### src/rtl/bpu_pkg.sv
// Shared types, constants and counter helper for the micro branch predictor update path.
// Latency: none (definitions only).
// Backpressure: none here; the modules that import this package own their handshakes.
package bpu_pkg;

    localparam int MXLEN          = 32;
    localparam int SAT_TABLE_SIZE = 512;
    localparam int GHR_W          = 10;
    localparam int PHT_IDX_W      = $clog2(SAT_TABLE_SIZE);

    typedef logic [1:0] sat_cnt_t;

    // One resolved branch as it travels through the update queue.
    typedef struct packed {
        logic [MXLEN-1:0] pc;
        logic [MXLEN-1:0] target;
        logic             taken;
        logic             mispred;
        logic [GHR_W-1:0] ghr;
        sat_cnt_t         cnt;
    } bpu_upd_t;

    // 2-bit saturating counter step towards the resolved direction.
    function automatic sat_cnt_t sat_cnt_next(input sat_cnt_t cnt, input logic taken);
        sat_cnt_t nxt;
        if (taken) begin
            nxt = (cnt == 2'd3) ? 2'd3 : cnt + 2'd1;
        end else begin
            nxt = (cnt == 2'd0) ? 2'd0 : cnt - 2'd1;
        end
        return nxt;
    endfunction

endpackage

### src/rtl/bpu_upd_fifo.sv
// DEPTH-entry queue of resolved-branch records with push/pop/full/empty and occupancy.
// Latency: a pushed entry is visible at the head on the next cycle (no fall-through).
// Backpressure: push is ignored while full, pop is ignored while empty.
module bpu_upd_fifo
    import bpu_pkg::*;
#(
    parameter int DEPTH = 4
)
(
    input  logic                   i_clk,
    input  logic                   i_rstn,
    input  logic                   push,
    input  bpu_upd_t               push_dat,
    input  logic                   pop,
    output bpu_upd_t               head_dat,
    output logic                   full,
    output logic                   empty,
    output logic [$clog2(DEPTH):0] count
);

    localparam int AW = $clog2(DEPTH);

    bpu_upd_t    mem [DEPTH];
    logic [AW:0] wr_ptr;
    logic [AW:0] rd_ptr;
    logic        do_push;
    logic        do_pop;

    // Extra pointer MSB tells a full queue (MSBs differ) from an empty one (pointers equal).
    assign empty    = (wr_ptr == rd_ptr);
    assign full     = (wr_ptr[AW] != rd_ptr[AW]) && (wr_ptr[AW-1:0] == rd_ptr[AW-1:0]);
    assign count    = wr_ptr - rd_ptr;
    assign do_push  = push && !full;
    assign do_pop   = pop && !empty;
    assign head_dat = mem[rd_ptr[AW-1:0]];

    // Wrap-around pointers; reset empties the queue.
    always_ff @(posedge i_clk or negedge i_rstn) begin
        if (!i_rstn) begin
            wr_ptr <= '0;
            rd_ptr <= '0;
        end else begin
            if (do_push) wr_ptr <= wr_ptr + 1'b1;
            if (do_pop)  rd_ptr <= rd_ptr + 1'b1;
        end
    end

    // Entry storage needs no reset: it is only read behind a valid head.
    always_ff @(posedge i_clk) begin
        if (do_push) mem[wr_ptr[AW-1:0]] <= push_dat;
    end

endmodule

### src/rtl/bpu_update_ctrl.sv
// Commit-side uBTB/uPHT update engine; optional GHR repair output under BPU_GHR_REPAIR_EN.
// Latency: record accepted in cycle N drives the write ports from N+1 when the queue was empty.
// Backpressure: o_br_ready = !full (no pass-through); head writes held stable until i_upd_ready.
module bpu_update_ctrl
    import bpu_pkg::*;
#(
    parameter int DEPTH = 4
)
(
    input  logic                 i_clk,
    input  logic                 i_rstn,
    input  logic                 i_br_valid,
    output logic                 o_br_ready,
    input  logic [MXLEN-1:0]     i_br_pc,
    input  logic [MXLEN-1:0]     i_br_target,
    input  logic                 i_br_taken,
    input  logic                 i_br_mispred,
    input  logic [GHR_W-1:0]     i_br_ghr,
    input  logic [1:0]           i_br_cnt,
    output logic                 o_upht_update,
    output logic [PHT_IDX_W-1:0] o_upht_wr_addr,
    output logic [1:0]           o_upht_wr_cnt,
    output logic                 o_ubtb_update,
    output logic [MXLEN-1:0]     o_ubtb_jumpsrc,
    output logic [MXLEN-1:0]     o_ubtb_jumpdst,
    input  logic                 i_upd_ready
`ifdef BPU_GHR_REPAIR_EN
    ,
    output logic                 o_ghr_repair_vld,
    output logic [GHR_W-1:0]     o_ghr_repair
`endif
);

    localparam int CW = $clog2(DEPTH) + 1;

    typedef enum logic {S_IDLE, S_ISSUE} state_t;

    state_t          state;
    bpu_upd_t        push_dat;
    bpu_upd_t        head;
    logic            full;
    logic            empty;
    logic [CW-1:0]   count;
    logic            push;
    logic            pop;
    logic            active;
    logic            need_upht;
    logic            need_ubtb;
    sat_cnt_t        new_cnt;
    logic            unused_ghr_msb;

    assign push     = i_br_valid && !full;
    assign o_br_ready = !full;
    assign push_dat = '{pc:      i_br_pc,
                        target:  i_br_target,
                        taken:   i_br_taken,
                        mispred: i_br_mispred,
                        ghr:     i_br_ghr,
                        cnt:     i_br_cnt};

    bpu_upd_fifo #(.DEPTH(DEPTH)) u_fifo (
        .i_clk    (i_clk),
        .i_rstn   (i_rstn),
        .push     (push),
        .push_dat (push_dat),
        .pop      (pop),
        .head_dat (head),
        .full     (full),
        .empty    (empty),
        .count    (count)
    );

    // Write requests derive only from the registered head; nothing from i_br_* leaks through.
    assign active    = (state == S_ISSUE) && !empty;
    assign new_cnt   = sat_cnt_next(head.cnt, head.taken);
    assign need_upht = active && (new_cnt != head.cnt);
    assign need_ubtb = active && (head.taken || head.mispred);

    // A head with nothing to write retires without waiting for the arrays.
    assign pop = active && (i_upd_ready || !(need_upht || need_ubtb));

    assign o_upht_update  = need_upht;
    assign o_upht_wr_addr = need_upht ? (head.pc[PHT_IDX_W+2:3] ^ head.ghr[PHT_IDX_W-1:0]) : '0;
    assign o_upht_wr_cnt  = need_upht ? new_cnt : '0;
    assign o_ubtb_update  = need_ubtb;
    assign o_ubtb_jumpsrc = need_ubtb ? head.pc : '0;
    // A not-taken mispredict overwrites the entry with the fall-through, invalidating the jump.
    assign o_ubtb_jumpdst = !need_ubtb ? '0 :
                            (!head.taken && head.mispred) ? head.pc + MXLEN'(4) : head.target;

    // The top GHR bit lies outside the uPHT index range.
    assign unused_ghr_msb = head.ghr[GHR_W-1];

    // Issue FSM: enter S_ISSUE on the first push so the head drives the ports the next cycle.
    always_ff @(posedge i_clk or negedge i_rstn) begin
        if (!i_rstn) begin
            state <= S_IDLE;
        end else begin
            case (state)
                S_IDLE: begin
                    if (push) state <= S_ISSUE;
                end
                S_ISSUE: begin
                    if (pop && (count == CW'(1)) && !push) state <= S_IDLE;
                end
                default: state <= S_IDLE;
            endcase
        end
    end

`ifdef BPU_GHR_REPAIR_EN
    // Mispredict repair: shift the resolved direction into the snapshot, one-cycle pulse.
    always_ff @(posedge i_clk or negedge i_rstn) begin
        if (!i_rstn) begin
            o_ghr_repair_vld <= 1'b0;
            o_ghr_repair     <= '0;
        end else begin
            o_ghr_repair_vld <= push && i_br_mispred;
            if (push && i_br_mispred) o_ghr_repair <= {i_br_ghr[GHR_W-2:0], i_br_taken};
        end
    end
`endif

endmodule

### config.mk
export PLATFORM = sky130hd
export DESIGN_NAME = bpu_update_ctrl
export DESIGN_NICKNAME = d
export VERILOG_FILES = /design/src/rtl/bpu_pkg.sv /design/src/rtl/bpu_upd_fifo.sv /design/src/rtl/bpu_update_ctrl.sv
export SDC_FILE = /design/constraint.sdc
export NUM_CORES = 1
export LEC_CHECK = 0
export ABC_AREA = 1
export CAP_MARGIN = 30
export CORE_MARGIN = 8
export CORE_UTILIZATION = 55
export CTS_BUF_LIST = sky130_fd_sc_hd__clkbuf_8
export CTS_CLUSTER_DIAMETER = 80
export DETAILED_ROUTE_END_ITERATION = 12
export PLACE_DENSITY = 0.78
export SYNTH_ARGS = -nofsm -noshare
export SYNTH_HDL_FRONTEND = slang
export SYNTH_HIERARCHICAL = 1
export SYNTH_SLANG_ARGS = --single-unit
### constraint.sdc
create_clock -name i_clk -period 7.4 [get_ports i_clk]
set_clock_uncertainty 0.05 [all_clocks]
set_input_delay 0.74 -clock i_clk [delete_from_list [all_inputs] [get_ports i_clk]]
set_output_delay 0.74 -clock i_clk [all_outputs]
set_load 0.03 [all_outputs]
=== Word-level counts from Yosys, hierarchy flattened ===
Memory sizes are Yosys's and may differ from the RTL's.
Cells that the tools add are included.

* Register bits after elaboration: 7
* RAM bits: 312
* Input port bits: 82
* Output and inout port bits: 78
* Word-level logic and storage cells: 51
* Memories: 1

* $add $sub $neg: 6
* Equal/unequal tests: 6
* Multiplexer cells: 13
* Bitwise logic cells: 2
* Reductions and logical operators: 20

{| class="wikitable"
|+ Memories
! memory !! words !! width !! read ports !! clocked after memory_dff !! write ports !! RTL line !! text
|-
| u_fifo.mem || 4 || 78 || 1 || 0 || 1 || bpu_upd_fifo.sv:23 || <nowiki>bpu_upd_t mem [DEPTH];</nowiki>
|}

{| class="wikitable"
|+ Operators by type and width
! kind !! number
|-
| $mux 32 || 3
|-
| $add 32x3->32 const B || 1
|-
| $logic_and 1x1->1 || 11
|-
| $mux 9 || 1
|-
| $xor 9x9->9 || 1
|-
| $mux 2 || 4
|-
| $add 3x1->3 const B || 2
|-
| $logic_not 1->1 || 5
|-
| $mux 1 || 4
|-
| $eq 3x1->1 const B || 1
|-
| $eq 3x3->1 || 1
|-
| $logic_or 1x1->1 || 3
|-
| $sub 3x3->3 || 1
|-
| $add 2x1->2 const B || 1
|-
| $eq 2x2->1 || 1
|-
| $eq 2x2->1 const B || 1
|-
| $logic_not 2->1 || 1
|-
| $ne 2x2->1 || 1
|-
| $pmux 1 s2 || 1
|-
| $sub 2x1->2 const B || 1
|-
| $ne 1x1->1 || 1
|-
| $not 1->1 || 1
|}

=== Longest topological paths before layout ===
Gate-level depths: netlist (run 1).
An unclocked memory read counts as a cell.

* Word-level depth: 14
* Gate-level depth with buffers: 16
* Mapped depth without buffers: 14

=== Modules after synthesis ===
Netlist (run 1), hierarchy kept.

{| class="wikitable"
|+ Modules (own cells, without submodules)
! module !! instances !! cells an instance !! area an instance (µm²) !! seq. area each (µm²)
|-
| bpu_upd_fifo || 1 || 817 || 12015.3 || 9519.1
|-
| bpu_update_ctrl || 1 || 424 || 1860.5 || 25.0
|}

=== Least setup slack after synthesis (run 1) ===
Ideal clock, no wire load.

* Kind: flip-flop to flip-flop
* Start point: register u_fifo.rd_ptr[1]
* End point: memory u_fifo/mem[0][0] in the netlist's numbering (enable)
* Data arrival time: 5.235 ns
* Required time: 6.835 ns
* Setup slack: 1.600 ns
* Cell stages (with the launch flop): 14
* Path buffers: 2
* Period minus slack after synthesis: 5.800 ns
* Cell sequence: dfrtp_1 inv_1 clkbuf_2 buf_4 ha_1 nand2_1 inv_1 nand3_1 inv_1 inv_1 nand2_1 inv_1 nand2_1 nor2_1

* Word-level cells in the longest chain between the ends: 7

{| class="wikitable"
|+ Ends and longest elaborated chain
! element !! RTL line !! text
|-
| start: declaration || bpu_upd_fifo.sv:25 || <nowiki>logic [AW:0] rd_ptr;</nowiki>
|-
| start signal: assignment || bpu_upd_fifo.sv:44 || <nowiki>if (do_pop) rd_ptr <= rd_ptr + 1'b1;</nowiki>
|-
| $eq 2x2->1 || bpu_upd_fifo.sv:31 || <nowiki>assign full = (wr_ptr[AW] != rd_ptr[AW]) && (wr_ptr[AW-1:0] == rd_ptr[AW-1:0]);</nowiki>
|-
| $logic_and 1x1->1 || bpu_upd_fifo.sv:31 ||
|-
| via full || bpu_update_ctrl.sv:41 || <nowiki>logic full;</nowiki>
|-
| $logic_not 1->1 || n/a ||
|-
| via o_br_ready || bpu_update_ctrl.sv:13 || <nowiki>output logic o_br_ready,</nowiki>
|-
| $logic_and 1x1->1 || bpu_update_ctrl.sv:52 || <nowiki>assign push = i_br_valid && !full;</nowiki>
|-
| via push || bpu_update_ctrl.sv:44 || <nowiki>logic push;</nowiki>
|-
| $logic_and 1x1->1 || bpu_upd_fifo.sv:33 || <nowiki>assign do_push = push && !full;</nowiki>
|-
| $mux 1 || bpu_upd_fifo.sv:50 || <nowiki>if (do_push) mem[wr_ptr[AW-1:0]] <= push_dat;</nowiki>
|-
| $mux 1 (not written as such) || bpu_upd_fifo.sv:50 ||
|-
| end: declaration || bpu_upd_fifo.sv:23 ||
|}

The timed path passes the listed nets, and every way through them passes these cells.

==> qor.csv, run 1 <==
stage;metric;value;unit
drt;vias;10010;
grt;grt.total_usage;23.22;%
cells_and_area;area_growth;19.36;%
floorplan;core-area;0.02482;mm2
drt;drc;0;
sta;setup_tns;0;ns
critical_path;crit_path_end_kind;output pin;
cts;insertion_delay;0.57;ns
drt;viasPerCell;5.675;
drt;wl_met2;17050;um
cts;cts_buffer_depth;3;
grt;grt_pass1_vias;9946;
cells_and_area;layout_commonest_cell;edfxtp_1;
cts;htreeDepth;2;
synth;netlist_area;0.01373;mm2
grt;grt_pass1_wl;55170;um
critical_path;worstPathArrival;4.87;ns
sta;slew_viol_final;0;
sta;grt_setup_unrepaired;false;
sta;worst_pin_slew;0.9382;ns
synth;yosys_warnings;6;
cells_and_area;n_fill_cell;1950;
cts;cts.sinks;315;
cells_and_area;seq_area;0.009429;mm2
cts;cts_root_buf;clkbuf_8;
cells_and_area;final_cell_mix;308 x edfxtp_1, 282 x nor2_1, 158 x clkdlybuf4s50_1, 127 x nand2_1, 117 x o21ai_0;
sta;timing.fmax;176.8;MHz
placement;gp_routability_congestion;0.9307;
grt;grt_max_degree;74;
drt;wl_met3;3532;um
cells_and_area;fin_nets;1488;
drt;met1Wirelength;14440;um
drt;ant_nets;0;
cells_and_area;multiInputGateArea;0.003626;mm2
synth;syn_area_per_cell;11.15;um2
floorplan;pin_count;160;
job;maxCapViolCount;0;
sta;setup_viol;0;
grt;gr-total-overflow;0;
cts;cts_post_setup_buffers_inserted;0;
floorplan;start_util;55.33;%
outcome;outcome;completed;
cells_and_area;drive_above_1_share;7.397;%
floorplan;die_area;0.03028;mm2
critical_path;path_class;reg2out;
synth;synth_nets;1323;
critical_path;cp.required;6.61;ns
cts;cts.clk_slew.worst_paths;0.07;ns
floorplan;die_w;174.0;um
drt;wire_per_inst;20.57;um
sta;slew_headroom;37.45;%
placement;dpl.hpwl;23040;um
floorplan;die_h;174.0;um
sta;hold_viol;0;
floorplan;rows;58;
critical_path;start_kind;register;
drt;top_layer_used;met4;
placement;port_buffers;158;
drt;wirelength;36280;um
cts;cts_resized;0;
sta;post-route-min-period;5.656;ns
min_path;hold_class;in2async;
cts;hold_buffers;0;
grt;grt_antenna_before_repair;0;
drt;dr.pass1.iters;5;
critical_path;crit_path_max_fanout;55;
sta;finalCritPeriodShare;76.44;%
cts;cts_buffers;50;
cts;cts_tree;built;
synth;syn_inst;1232;
drt;drtIter0Drc;1013;
path summary, 6_finish.rpt:
path | start | endpoint | slack (ns) | cells after the start
max in group asynchronous | i_rstn | u_fifo/rd_ptr[0] | 6.63 | 1
worst max-delay path | u_fifo/rd_ptr[0] | o_ubtb_jumpdst[18] | 1.74 | 13
worst max register to register | u_fifo/rd_ptr[1] | u_fifo/mem[3][30] | 3.13 | 14
worst min register to register | state | state | 0.44 | 2
worst min-delay path | i_rstn | state | 0.38 | 1
min in group i_clk | state | state | 0.44 | 2
routing by layer:
layer  track usage (%)  up-vias
met2             36.28      541
met3             5.706       79
met1             30.52     4741
li1                  -     4650
met4             10.33        0
met5                 0        -
critical path: stages, from the launching register on:
cell and delay (ns):
dfrtp_4 0.78, buf_4 0.56, o21ai_0 0.17, o22ai_1 0.63
ha_1 0.48, nand3_4 0.15, inv_1 0.18, nand2_1 0.17
inv_2 0.10, nand4_1 0.08, nand3_1 0.10, nand2_1 0.07
inv_1 0.09, clkdlybuf4s50_1 0.68
cell type report:
cell class | instances | share of cell area (%)
clock buffer | 51 | 4.282
tap | 330 | 2.519
clock inverter | 37 | 0.9847
multi-input combinational | 765 | 22.12
inverter | 88 | 2.031
antenna | 1 | 0.01527
sequential | 315 | 57.53
timing repair buffer | 177 | 10.52
metrics by stage:
step	hold slack (ns)	cells	worst slack [ns]	util [%]	cell area [um2]
floorplan	0.3917	1232	1.644	-	13730
global placement	0.4054	1675	2.426	62.55	15520
detailed placement	0.4321	1675	2.409	62.55	15520
CTS	0.3628	1763	1.788	66.03	16390
global route	0.4030	1763	1.485	66.03	16390
finish	0.3843	1764	1.744	66.04	16390
sequential cells by signal, summed over array words and instances, names as in the netlist:
name           count
state              1
u_fifo/rd_ptr      3
u_fifo/wr_ptr      3
u_fifo/mem       308
Power of run 1 is left out: the tool's default activity adds up to more than one toggle a clock period on the data nets, which glitch-free logic cannot reach.
==> inputs of run 2 (changes only) <==
--- a/config.mk
+++ b/config.mk
@@ -8,11 +8,11 @@
 export ABC_AREA = 1
 export CAP_MARGIN = 30
 export CORE_MARGIN = 8
-export CORE_UTILIZATION = 55
+export CORE_UTILIZATION = 53
 export CTS_BUF_LIST = sky130_fd_sc_hd__clkbuf_8
 export CTS_CLUSTER_DIAMETER = 80
 export DETAILED_ROUTE_END_ITERATION = 12
-export PLACE_DENSITY = 0.78
+export PLACE_DENSITY = 0.79
 export SYNTH_ARGS = -nofsm -noshare
 export SYNTH_HDL_FRONTEND = slang
 export SYNTH_HIERARCHICAL = 1
==> constraint.sdc (replaced) <==
create_clock -name i_clk -period 5 [get_ports i_clk]
set_clock_uncertainty 0.05 [all_clocks]
set_input_delay 0.5 -clock i_clk [delete_from_list [all_inputs] [get_ports i_clk]]
set_output_delay 0.5 -clock i_clk [all_outputs]
set_load 0.03 [all_outputs]
==> run 2 against run 1 <==
Register-to-register slack worse by 1.5 ns. Largest cell class unchanged. Sequential share of layout area down 0.94 points. Hold slack worse by 0.20 ns. First-iteration DRC count down 17%. Die area up 3.4%. Global-route usage down 0.97 points. Via count up 0.15%. Count of clock-buffer cells in the layout up 5. Critical endpoint is now o_ubtb_jumpdst[8]. Non-clock buffer count up 15. Utilization down 1.4 points.
==> qor.csv, run 2 (synthesis results as in run 1) <==
stage;metric;value;unit;change
placement;port_buffers;158;;unchanged
drt;dr.pass1.iters;5;;unchanged
cts;htreeDepth;2;;unchanged
cts;cts_post_setup_buffers_inserted;0;;unchanged
drt;drc;0;;unchanged
placement;gp_routability_congestion;0.8960;;was 0.9307
sta;grt_setup_unrepaired;false;;unchanged
cells_and_area;largest_register_ffs;308;;unchanged
critical_path;cp.required;4.45;ns;was 6.61 ns
cells_and_area;layout_commonest_cell;edfxtp_1;;unchanged
floorplan;core-area;0.02576;mm2;was 0.02482 mm2
placement;place_inst;1695;;was 1675
grt;grt_pass1_wl;53670;um;was 55170 um
drt;viasPerCell;5.639;;was 5.675
grt;gr-total-overflow;0;;unchanged
critical_path;crit_path_end_kind;output pin;;unchanged
cts;cts_tree;built;;unchanged
cells_and_area;n_fill_cell;1876;;was 1950
floorplan;die_h;177.0;um;was 174.0 um
grt;grt_max_degree;78;;was 74
sta;worst_pin_slew;0.8054;ns;was 0.9382 ns
cells_and_area;area_growth;21.35;%;was 19.36%
floorplan;pin_count;160;;unchanged
drt;vias;10030;;was 10010
cells_and_area;stdcell_count;1778;;was 1764
critical_path;crit_path_max_fanout;15;;was 55
floorplan;rows;59;;was 58
min_path;hold_class;in2async;;unchanged
sta;timing.fmax;211.5;MHz;
cts;hold_buffers;0;;unchanged
critical_path;path_class;reg2out;;unchanged
cts;cts_buffer_depth;3;;unchanged
grt;grt_pass1_vias;9691;;was 9946
cts;cts.sinks;315;;unchanged
floorplan;die_w;177.0;um;was 174.0 um
outcome;outcome;completed;;unchanged
job;maxCapViolCount;0;;unchanged
critical_path;start_kind;register;;unchanged
drt;wire_per_inst;19.86;um;was 20.57 um
critical_path;worstPathArrival;4.18;ns;was 4.87 ns
cts;cts_resized;0;;unchanged
sta;hold_viol;0;;unchanged
floorplan;start_util;53.30;%;was 55.33%
sta;slew_headroom;46.31;%;was 37.45%
floorplan;die_area;0.03132;mm2;was 0.03028 mm2
cts;cts_buffers;48;;was 50
grt;grt.total_usage;22.26;%;was 23.22%
placement;dpl.hpwl;23870;um;was 23040 um
drt;wirelength;35310;um;was 36280 um
drt;drtIter0Drc;839;;was 1013
cts;insertion_delay;0.55;ns;was 0.57 ns
cells_and_area;final_cell_mix;308 x edfxtp_1, 282 x nor2_1, 141 x clkdlybuf4s50_1, 127 x nand2_1, 117 x o21ai_0;;was 308 x edfxtp_1, 282 x nor2_1, 158 x clkdlybuf4s50_1, 127 x nand2_1, 117 x o21ai_0
cells_and_area;drive_above_1_share;9.217;%;was 7.397%
cells_and_area;antenna_cells;0;;was 1
cells_and_area;fin_nets;1501;;was 1488
cts;cts_root_buf;clkbuf_8;;unchanged
cts;cts.clk_slew.worst_paths;0.06;ns;was 0.07 ns
sta;slew_viol_final;0;;unchanged
sta;post-route-min-period;4.728;ns;
sta;finalCritPeriodShare;94.55;%;
sta;setup_viol;0;;unchanged
grt;grt_antenna_before_repair;0;;unchanged
drt;ant_nets;0;;unchanged
run 2: cell types whose count changed in the layout (fill, tap and decap cells not counted), sizes merged:
cell,before,now
buf,19,51
bufinv,0,1
clkinv,23,7
diode,1,0
clkbuf,51,56
clkdlybuf4s50,158,141
inv,102,107
run 2: area by class of cell:
cell class,count,area [um2],area share (%)
clock buffer,56,770.7,4.625
clock inverter,27,128.9,0.7734
inverter,88,332.8,1.997
multi-input combinational,765,3626,21.76
sequential,315,9429,56.58
tap,335,419.2,2.515
timing repair buffer,192,1957,11.74
run 2: per-stage QoR:
step                util, %  hold WS (ns)  setup slack, ns  instance area [um2]  setup TNS (ns)
floorplan                 -        0.1544          -0.7563                13730         -174.69
detailed placement    61.19        0.4281           0.9448                15760               0
global route          64.68        0.1771           0.1371                16660               0
global placement      61.19        0.4061           0.9953                15760               0
finish                64.68        0.1795           0.2724                16660               0
CTS                   64.68        0.1584           0.3425                16660               0
run 2: worst max-delay path, stage by stage, from the launching register on:
cell and delay [ns]:
dfrtp_2 0.52, inv_2 0.24, buf_4 0.24, o21ai_1 0.09, o22ai_1 0.44, ha_1 0.45
nand3_4 0.15, nor2_2 0.36, xor2_1 0.11, a21oi_1 0.28, clkdlybuf4s50_1 0.74
run 2: final timing paths:
kind	start	to	slack, ns	cells after the start
setup / recovery	u_fifo/rd_ptr[1]	o_ubtb_jumpdst[8]	0.27	10
max in group asynchronous	i_rstn	u_fifo/rd_ptr[0]	4.41	1
hold / removal	i_rstn	u_fifo/wr_ptr[1]	0.18	1
hold reg to reg	state	state	0.44	2
min in group i_clk	state	state	0.44	2
setup reg to reg	u_fifo/rd_ptr[0]	u_fifo/rd_ptr[0]	1.63	11
run 2: layer usage:
metal,track usage [%],vias up,wire length [um]
li1,-,4679,-
met1,28.07,4764,13450
met2,36.99,512,17310
met3,5.611,71,3635
met4,7.566,0,923
met5,0,-,0
Power of run 2 is left out for the same reason.
==> inputs of run 3 (changes only) <==
--- a/config.mk
+++ b/config.mk
@@ -13,6 +13,7 @@
 export CTS_CLUSTER_DIAMETER = 80
 export DETAILED_ROUTE_END_ITERATION = 12
 export PLACE_DENSITY = 0.79
+export REMOVE_ABC_BUFFERS = 1
 export SYNTH_ARGS = -nofsm -noshare
 export SYNTH_HDL_FRONTEND = slang
 export SYNTH_HIERARCHICAL = 1
==> run 3 against run 2 <==
Via count decreased by 0.34%. Register-to-register slack worse by 0.20 ns. Global-route usage is 0.72 points lower. Critical path depth rose by 2. First-iteration DRC count increased by 36%. Setup slack got worse by 0.043 ns. Die area unchanged. Final cell count shrank 0.45%.
==> qor.csv, run 3 (synthesis results as in run 1) <==
stage;metric;value;unit;change
floorplan;start_util;53.30;%;unchanged
cells_and_area;area_growth;21.53;%;was 21.35%
critical_path;slowest_stage;dfrtp_4;;was clkdlybuf4s50_1
critical_path;path_delay_family;buffers and inverters;;unchanged
cells_and_area;multiInputGateArea;0.003632;mm2;was 0.003626 mm2
sta;worst_pin_slew;0.8907;ns;was 0.8054 ns
cells_and_area;layout_commonest_cell;edfxtp_1;;unchanged
sta;hold_viol;0;;unchanged
sta;post-route-min-period;4.771;ns;was 4.728 ns
min_path;hold_class;in2async;;unchanged
drt;dr.pass1.iters;5;;unchanged
floorplan;die_area;0.03132;mm2;unchanged
cells_and_area;largest_register_ffs;308;;unchanged
critical_path;slowest_delay;0.68;ns;was 0.74 ns
floorplan;rows;59;;unchanged
critical_path;path_class;reg2out;;unchanged
sta;timing.fmax;209.6;MHz;was 211.5 MHz
sta;grt_setup_unrepaired;true;;was false
cells_and_area;seq_area;0.009429;mm2;unchanged
critical_path;start_kind;register;;unchanged
critical_path;critPathBufInv;3;;unchanged
grt;grt_pass1_vias;9435;;was 9691
placement;gp_routability_congestion;0.8634;;was 0.8960
grt;grt_pass1_wl;52340;um;was 53670 um
cells_and_area;final_area;0.01669;mm2;was 0.01666 mm2
critical_path;crit_path_end_kind;output pin;;unchanged
drt;ant_nets;0;;unchanged
sta;setup_viol;0;;unchanged
outcome;outcome;completed;;unchanged
cts;cts_buffer_depth;3;;unchanged
floorplan;die_h;177.0;um;unchanged
critical_path;path_cells;buf_4 -> o21ai_0 -> o22ai_1 -> nand2_1 -> nor2_1 -> nand2_1 -> nor2_2 -> nand2_1 -> nand3_1 -> nand2_1 -> inv_1 -> clkdlybuf4s50_1;;was inv_2 -> buf_4 -> o21ai_1 -> o22ai_1 -> ha_1 -> nand3_4 -> nor2_2 -> xor2_1 -> a21oi_1 -> clkdlybuf4s50_1
drt;drtIter0Drc;1140;;was 839
cells_and_area;final_cell_mix;308 x edfxtp_1, 282 x nor2_1, 131 x clkdlybuf4s50_1, 127 x nand2_1, 117 x o21ai_0;;was 308 x edfxtp_1, 282 x nor2_1, 141 x clkdlybuf4s50_1, 127 x nand2_1, 117 x o21ai_0
critical_path;cpMostUsedCell;nand2_1;;
grt;grt_antenna_before_repair;2;;was 0
cells_and_area;n_fill_cell;1923;;was 1876
critical_path;cp.required;4.45;ns;about the same
sta;slew_headroom;40.39;%;was 46.31%
floorplan;pin_count;160;;unchanged
cts;insertion_delay;0.57;ns;was 0.55 ns
grt;grt_max_degree;80;;was 78
drt;drc;0;;unchanged
drt;wirelength;34930;um;was 35310 um
critical_path;worstPathArrival;4.22;ns;was 4.18 ns
sta;setup_ws;0.2294;ns;was 0.2724 ns
cts;cts_post_setup_buffers_inserted;0;;unchanged
cts;htreeDepth;2;;unchanged
placement;place_area;0.01575;mm2;was 0.01576 mm2
cts;cts.clk_slew.worst_paths;0.06;ns;about the same
cells_and_area;antenna_cells;0;;unchanged
cts;cts_buffers;49;;was 48
grt;grt.total_usage;21.54;%;was 22.26%
placement;port_buffers;158;;unchanged
cts;cts_tree;built;;unchanged
floorplan;core-area;0.02576;mm2;unchanged
sta;slew_viol_final;0;;unchanged
cells_and_area;fin_nets;1487;;was 1501
cells_and_area;drive_above_1_share;9.338;%;was 9.217%
cts;cts.sinks;315;;unchanged
drt;viasPerCell;5.645;;was 5.639
job;maxCapViolCount;0;;unchanged
floorplan;die_w;177.0;um;unchanged
critical_path;crit_path_max_fanout;42;;was 15
placement;dpl.hpwl;21480;um;was 23870 um
drt;wire_per_inst;19.74;um;was 19.86 um
cts;cts_root_buf;clkbuf_8;;unchanged
placement;place_ws;0.7240;ns;was 0.9448 ns
drt;vias;9992;;was 10030
grt;gr-total-overflow;0;;unchanged
sta;finalCritPeriodShare;95.41;%;was 94.55%
-- run 3: changes by cell type in the layout (fill, tap and decap cells not counted), sizes merged --
cell           previous run  this run
clkdlybuf4s50           141       131
inv                     107       100
clkinv                    7        24
bufinv                    1         2
clkbuf                   56        51
buf                      51        46
clkinvlp                  0         1
-- run 3: stage by stage --
stage	util, %	hold slack, ns	TNS [ns]	std cells
global placement	61.14	0.4083	0	1680
finish	64.78	0.1572	0	1770
detailed placement	61.14	0.4240	0	1680
CTS	64.71	0.1297	0	1770
global route	64.78	0.1491	-0.002888	1770
floorplan	-	0.1544	-806.69	1168
-- run 3: cell type report --
| type | instances | area share [%] |
|---|---|---|
| tap | 335 | 2.512 |
| inverter | 88 | 2.017 |
| clock inverter | 39 | 1.305 |
| sequential | 315 | 56.50 |
| multi-input combinational | 765 | 21.76 |
| timing repair buffer | 177 | 11.70 |
| clock buffer | 51 | 4.206 |
-- run 3: repair_timing --
item / 4_1_cts / 5_1_grt
gates resized for setup: 0 / 4
hold buffers: 0 / 0
setup endpoints to repair: 0 / 10
-- run 3: path summary, 6_finish.rpt --
| check | slack, ns | to | cells after the start | start |
|---|---|---|---|---|
| hold reg to reg | 0.43 | state | 2 | state |
| setup reg to reg | 1.43 | u_fifo/rd_ptr[1] | 11 | u_fifo/rd_ptr[0] |
| hold / removal | 0.16 | u_fifo/wr_ptr[1] | 1 | i_rstn |
| setup / recovery | 0.23 | o_ubtb_jumpdst[13] | 12 | u_fifo/rd_ptr[0] |
| max in group asynchronous | 4.45 | u_fifo/rd_ptr[0] | 1 | i_rstn |
| min in group i_clk | 0.43 | state | 2 | state |
-- run 3: metal layers --
metal | track usage (%) | vias to the layer above | wire length [um]
met4 | 8.161 | 4 | 923
met3 | 5.633 | 71 | 3309
li1 | - | 4663 | -
met5 | 0 | - | 26
met2 | 34.30 | 459 | 16490
met1 | 28.01 | 4795 | 14190
Power of run 3 is left out for the same reason.
==> RTL edit 1, RTL diff (settings of run 1) <==
`MXLEN`: 32 -> 64.
--- a/src/rtl/bpu_pkg.sv
+++ b/src/rtl/bpu_pkg.sv
@@ -5,3 +5,3 @@
 
-    localparam int MXLEN          = 32;
+    localparam int MXLEN          = 64;
     localparam int SAT_TABLE_SIZE = 512;
Interface: changed (resized i_br_pc, i_br_target, o_ubtb_jumpdst and o_ubtb_jumpsrc); port bits go from 160 to 288. No check against the original RTL was run, so the function may have changed too.
==> RTL edit 1 against run 1 <==
- routed wire length grew 120%
- sequential cell count grew 256
- critical endpoint is now o_ubtb_jumpdst[36]
- design area grew 85%
- fmax shrank 9.0%
- highest routed layer is now met5
- register-to-register slack lost 0.28 ns
- synthesized area grew 84%
- worst setup slack lost 0.56 ns
Power is not shown: default switching activity piles up to over one toggle a cycle in this logic, so the estimate is an artifact.
==> RTL edit 1: results <==
status:
  status: "finished, final reports clean"
global_route:
  grt_start_max_net_pins: 142
  grt_pass1_vias: 18700
  grt.total_usage: 0.286
  grt_pass1_wl_mm: 115
  antenna_found_initial: 8
finish:
  largest_register_ffs: 564
  nets: 2781
  final_layout_size_suffix_gt1_frac: 0.0676
  final_cells: 3302
hold_path:
  hold_path_class: "primary input to async pin"
clock_network:
  clock_path_buffers: 3
  numCtsBuffers: 88
  postCtsSetupBuffers: 0
  htree_levels: 3
  clock_latency_ns: 0.67
  clockRootBuffer: "clkbuf_8"
  cts_resized: 0
  clk_pin_slew_ns: 0.06
placed_design:
  gp_congestion: 0.985
  hpwlAfterDp_mm: 53.6
  dp_cells: 3135
  io_buffers: 286
sta:
  hold_viol_final: 0
  max_slew.worst_pin.slew_ns: 1.01
critical_path:
  cp_max_fo: 141
  r2r_cells: 13
  arrival_ns: 5.43
logic_synthesis:
  yosysWarnings: 6
  netlist_instances: 2335
  mappedNetlistNets: 2490
drt:
  avgRoutedWirePerCell_um: 24.1
  dr.pass1.iters: 6
  vias_per_cell: 5.97
  drt_iter0_drc: 2736
-- RTL edit 1: path summary, 6_finish.rpt --
kind	from	to	slack, ns
worst min-delay path	i_rstn	u_fifo/wr_ptr[2]$_DFFE_PN0P_	0.31
min in group i_clk	state$_DFF_PN0_	state$_DFF_PN0_	0.43
max in group asynchronous	i_rstn	u_fifo/rd_ptr[0]$_DFFE_PN0P_	6.67
worst max-delay path	u_fifo/rd_ptr[0]$_DFFE_PN0P_	o_ubtb_jumpdst[36]	1.18
worst max register to register	u_fifo/rd_ptr[0]$_DFFE_PN0P_	u_fifo/mem[2][89]$_DFFE_PP_	2.85
worst min register to register	state$_DFF_PN0_	state$_DFF_PN0_	0.43
-- RTL edit 1: routing by layer --
layer,wire (um),track usage,vias up
li1,-,-,8750
met1,30200,0.383,9471
met2,36500,0.440,1316
met3,9570,0.0743,157
met4,3190,0.123,8
met5,52,0,-
-- RTL edit 1: cell type report --
type / count / area [um^2]
inverter: 185 / 713
timing repair buffer: 321 / 3240
multi-input combinational: 1459 / 6850
antenna: 8 / 20.0
tap: 600 / 751
clock buffer: 90 / 1240
fill: 3412 / 15100
clock inverter: 68 / 322
sequential: 571 / 17100
-- RTL edit 1: metrics by stage --
stage	setup slack [ns]	cell area, um^2
finish	1.18	30300
global route	0.910	30200
CTS	1.23	30200
detailed placement	1.94	28600
global placement	2.04	28600
floorplan	-1.18	25300
-- RTL edit 1: critical path, cell delays in order, from the launching register on --
cell	delay, ns
dfrtp_4	0.74
inv_8	0.61
o21ai_1	0.11
o22ai_1	0.68
ha_1	0.49
nand3_4	0.15
clkinv_2	0.14
nand2_4	0.10
nor2_8	0.17
nand2_2	0.10
nor2_2	0.11
nand3_1	0.08
a21oi_1	0.32
clkdlybuf4s50_1	0.75
==> RTL edit 2, RTL diff (settings of run 1) <==
Without the edit above. Register the output `o_upht_wr_cnt`, cleared by the reset; this adds one clock of latency there. The other outputs are not delayed to match.
--- a/src/rtl/bpu_update_ctrl.sv
+++ b/src/rtl/bpu_update_ctrl.sv
@@ -83,3 +83,9 @@
     assign o_upht_wr_addr = need_upht ? (head.pc[PHT_IDX_W+2:3] ^ head.ghr[PHT_IDX_W-1:0]) : '0;
-    assign o_upht_wr_cnt  = need_upht ? new_cnt : '0;
+    always_ff @(posedge i_clk or negedge i_rstn) begin
+        if (!i_rstn) begin
+            o_upht_wr_cnt <= '0;
+        end else begin
+            o_upht_wr_cnt <= need_upht ? new_cnt : '0;
+        end
+    end
     assign o_ubtb_update  = need_ubtb;
Check against the original RTL: not equivalent (a bounded check fails within 4 cycles, from zero or initial values and one cycle with i_rstn low).
==> RTL edit 2 against run 1 <==
- design area up 0.17%
- sequential share of layout area up 0.21 points
- die area up 0.33%
- via count about the same
- synthesized cell count up 0.16%
- routed wire length down 2.7%
- worst setup slack better by 0.050 ns
- synthesized area up 0.36%
- first-iteration DRC count up 20%
- critical endpoint unchanged
- highest routed layer is now met5
- sequential cell count up 2
Power is not shown: default switching activity piles up to over one toggle a cycle in this logic, so the estimate is an artifact.
==> RTL edit 2: results <==
status:
  status: "finished, final reports clean"
global_route:
  grt_start_max_net_pins: 89
  grt_pass1_vias: 9546
  antenna_found_initial: 3
  grt.total_usage: 0.225
  grt_pass1_wl_mm: 53.1
drt:
  drt_iter0_drc: 1219
  dr.pass1.iters: 5
  vias_per_cell: 5.68
  avgRoutedWirePerCell_um: 20.0
  drt-total-wl_mm: 35.3
placed_design:
  hpwlAfterDp_mm: 22.7
  dp_cells: 1674
  gp_congestion: 0.946
logic_synthesis:
  syn_avg_cell_area_um2: 11.2
  mappedNetlistNets: 1325
clock_network:
  cts_resized: 0
  postCtsSetupBuffers: 0
  clock_latency_ns: 0.56
  clk_pin_slew_ns: 0.06
  numCtsBuffers: 49
  clock_path_buffers: 3
  clockRootBuffer: "clkbuf_8"
critical_path:
  slowest_stage: "clkdlybuf4s50_1"
  critPathMaxStageDelay_ns: 0.66
  cp_max_fo: 28
  critPathTopFamily: "buffers and inverters"
  arrival_ns: 4.82
finish:
  fillCellCount: 1869
  final_layout_size_suffix_gt1_frac: 0.0712
  nets: 1486
hold_path:
  hold_path_class: "primary input to async pin"
sta:
  max_slew.worst_pin.slew_ns: 0.990
RTL edit 2: stage by stage:
| stage | util | setup WS (ns) | hold WS, ns | cell area (um^2) |
|---|---|---|---|---|
| 6_report | 0.660 | 1.79 | 0.429 | 16400 |
| 5_1_grt | 0.660 | 1.45 | 0.443 | 16400 |
| 4_1_cts | 0.659 | 1.81 | 0.421 | 16400 |
| 3_5_place_dp | 0.625 | 2.43 | 0.415 | 15600 |
| 3_3_place_gp | 0.625 | 2.38 | 0.406 | 15500 |
| 2_1_floorplan | - | 1.64 | 0.392 | 13800 |
RTL edit 2: per-layer routing:
metal | up-vias | wire [um] | track usage
li1 | 4660 | - | -
met1 | 4712 | 13800 | 0.296
met2 | 574 | 17200 | 0.368
met3 | 69 | 3290 | 0.0484
met4 | 4 | 940 | 0.0766
met5 | - | 27 | 0
RTL edit 2: final cells by class:
class                      instances  area [um^2]  area share
clock buffer                      49          674      0.0411
clock inverter                    40          176      0.0107
multi-input combinational        765         3630       0.221
antenna                            1         2.50    0.000152
timing repair buffer             174         1710       0.104
tap                              330          413      0.0251
inverter                          88          333      0.0203
sequential                       317         9480       0.577
RTL edit 2: worst register-to-register path, delay by kind of cell, from the launching register on:
| family | cells | cell delay [ns] |
|---|---|---|
| adder cells (fa/ha/maj) | 1 | 0.32 |
| buffers and inverters | 7 | 2.02 |
| AND/OR/NAND/NOR | 5 | 1.34 |
| flip-flops | 1 | 0.61 |
RTL edit 2: final timing paths:
path                                              startpoint                           end  slack (ns)  depth (start not counted)
worst max-delay path            u_fifo/rd_ptr[1]$_DFFE_PN0P_            o_ubtb_jumpdst[18]        1.79                         14
worst min-delay path                                  i_rstn  u_fifo/wr_ptr[1]$_DFFE_PN0P_        0.43                          1
worst max register to register  u_fifo/rd_ptr[1]$_DFFE_PN0P_   u_fifo/mem[1][70]$_DFFE_PP_        2.65                         13
worst min register to register               state$_DFF_PN0_               state$_DFF_PN0_        0.43                          2
max in group asynchronous                             i_rstn  u_fifo/rd_ptr[0]$_DFFE_PN0P_        6.53                          1
min in group i_clk                           state$_DFF_PN0_               state$_DFF_PN0_        0.43                          2
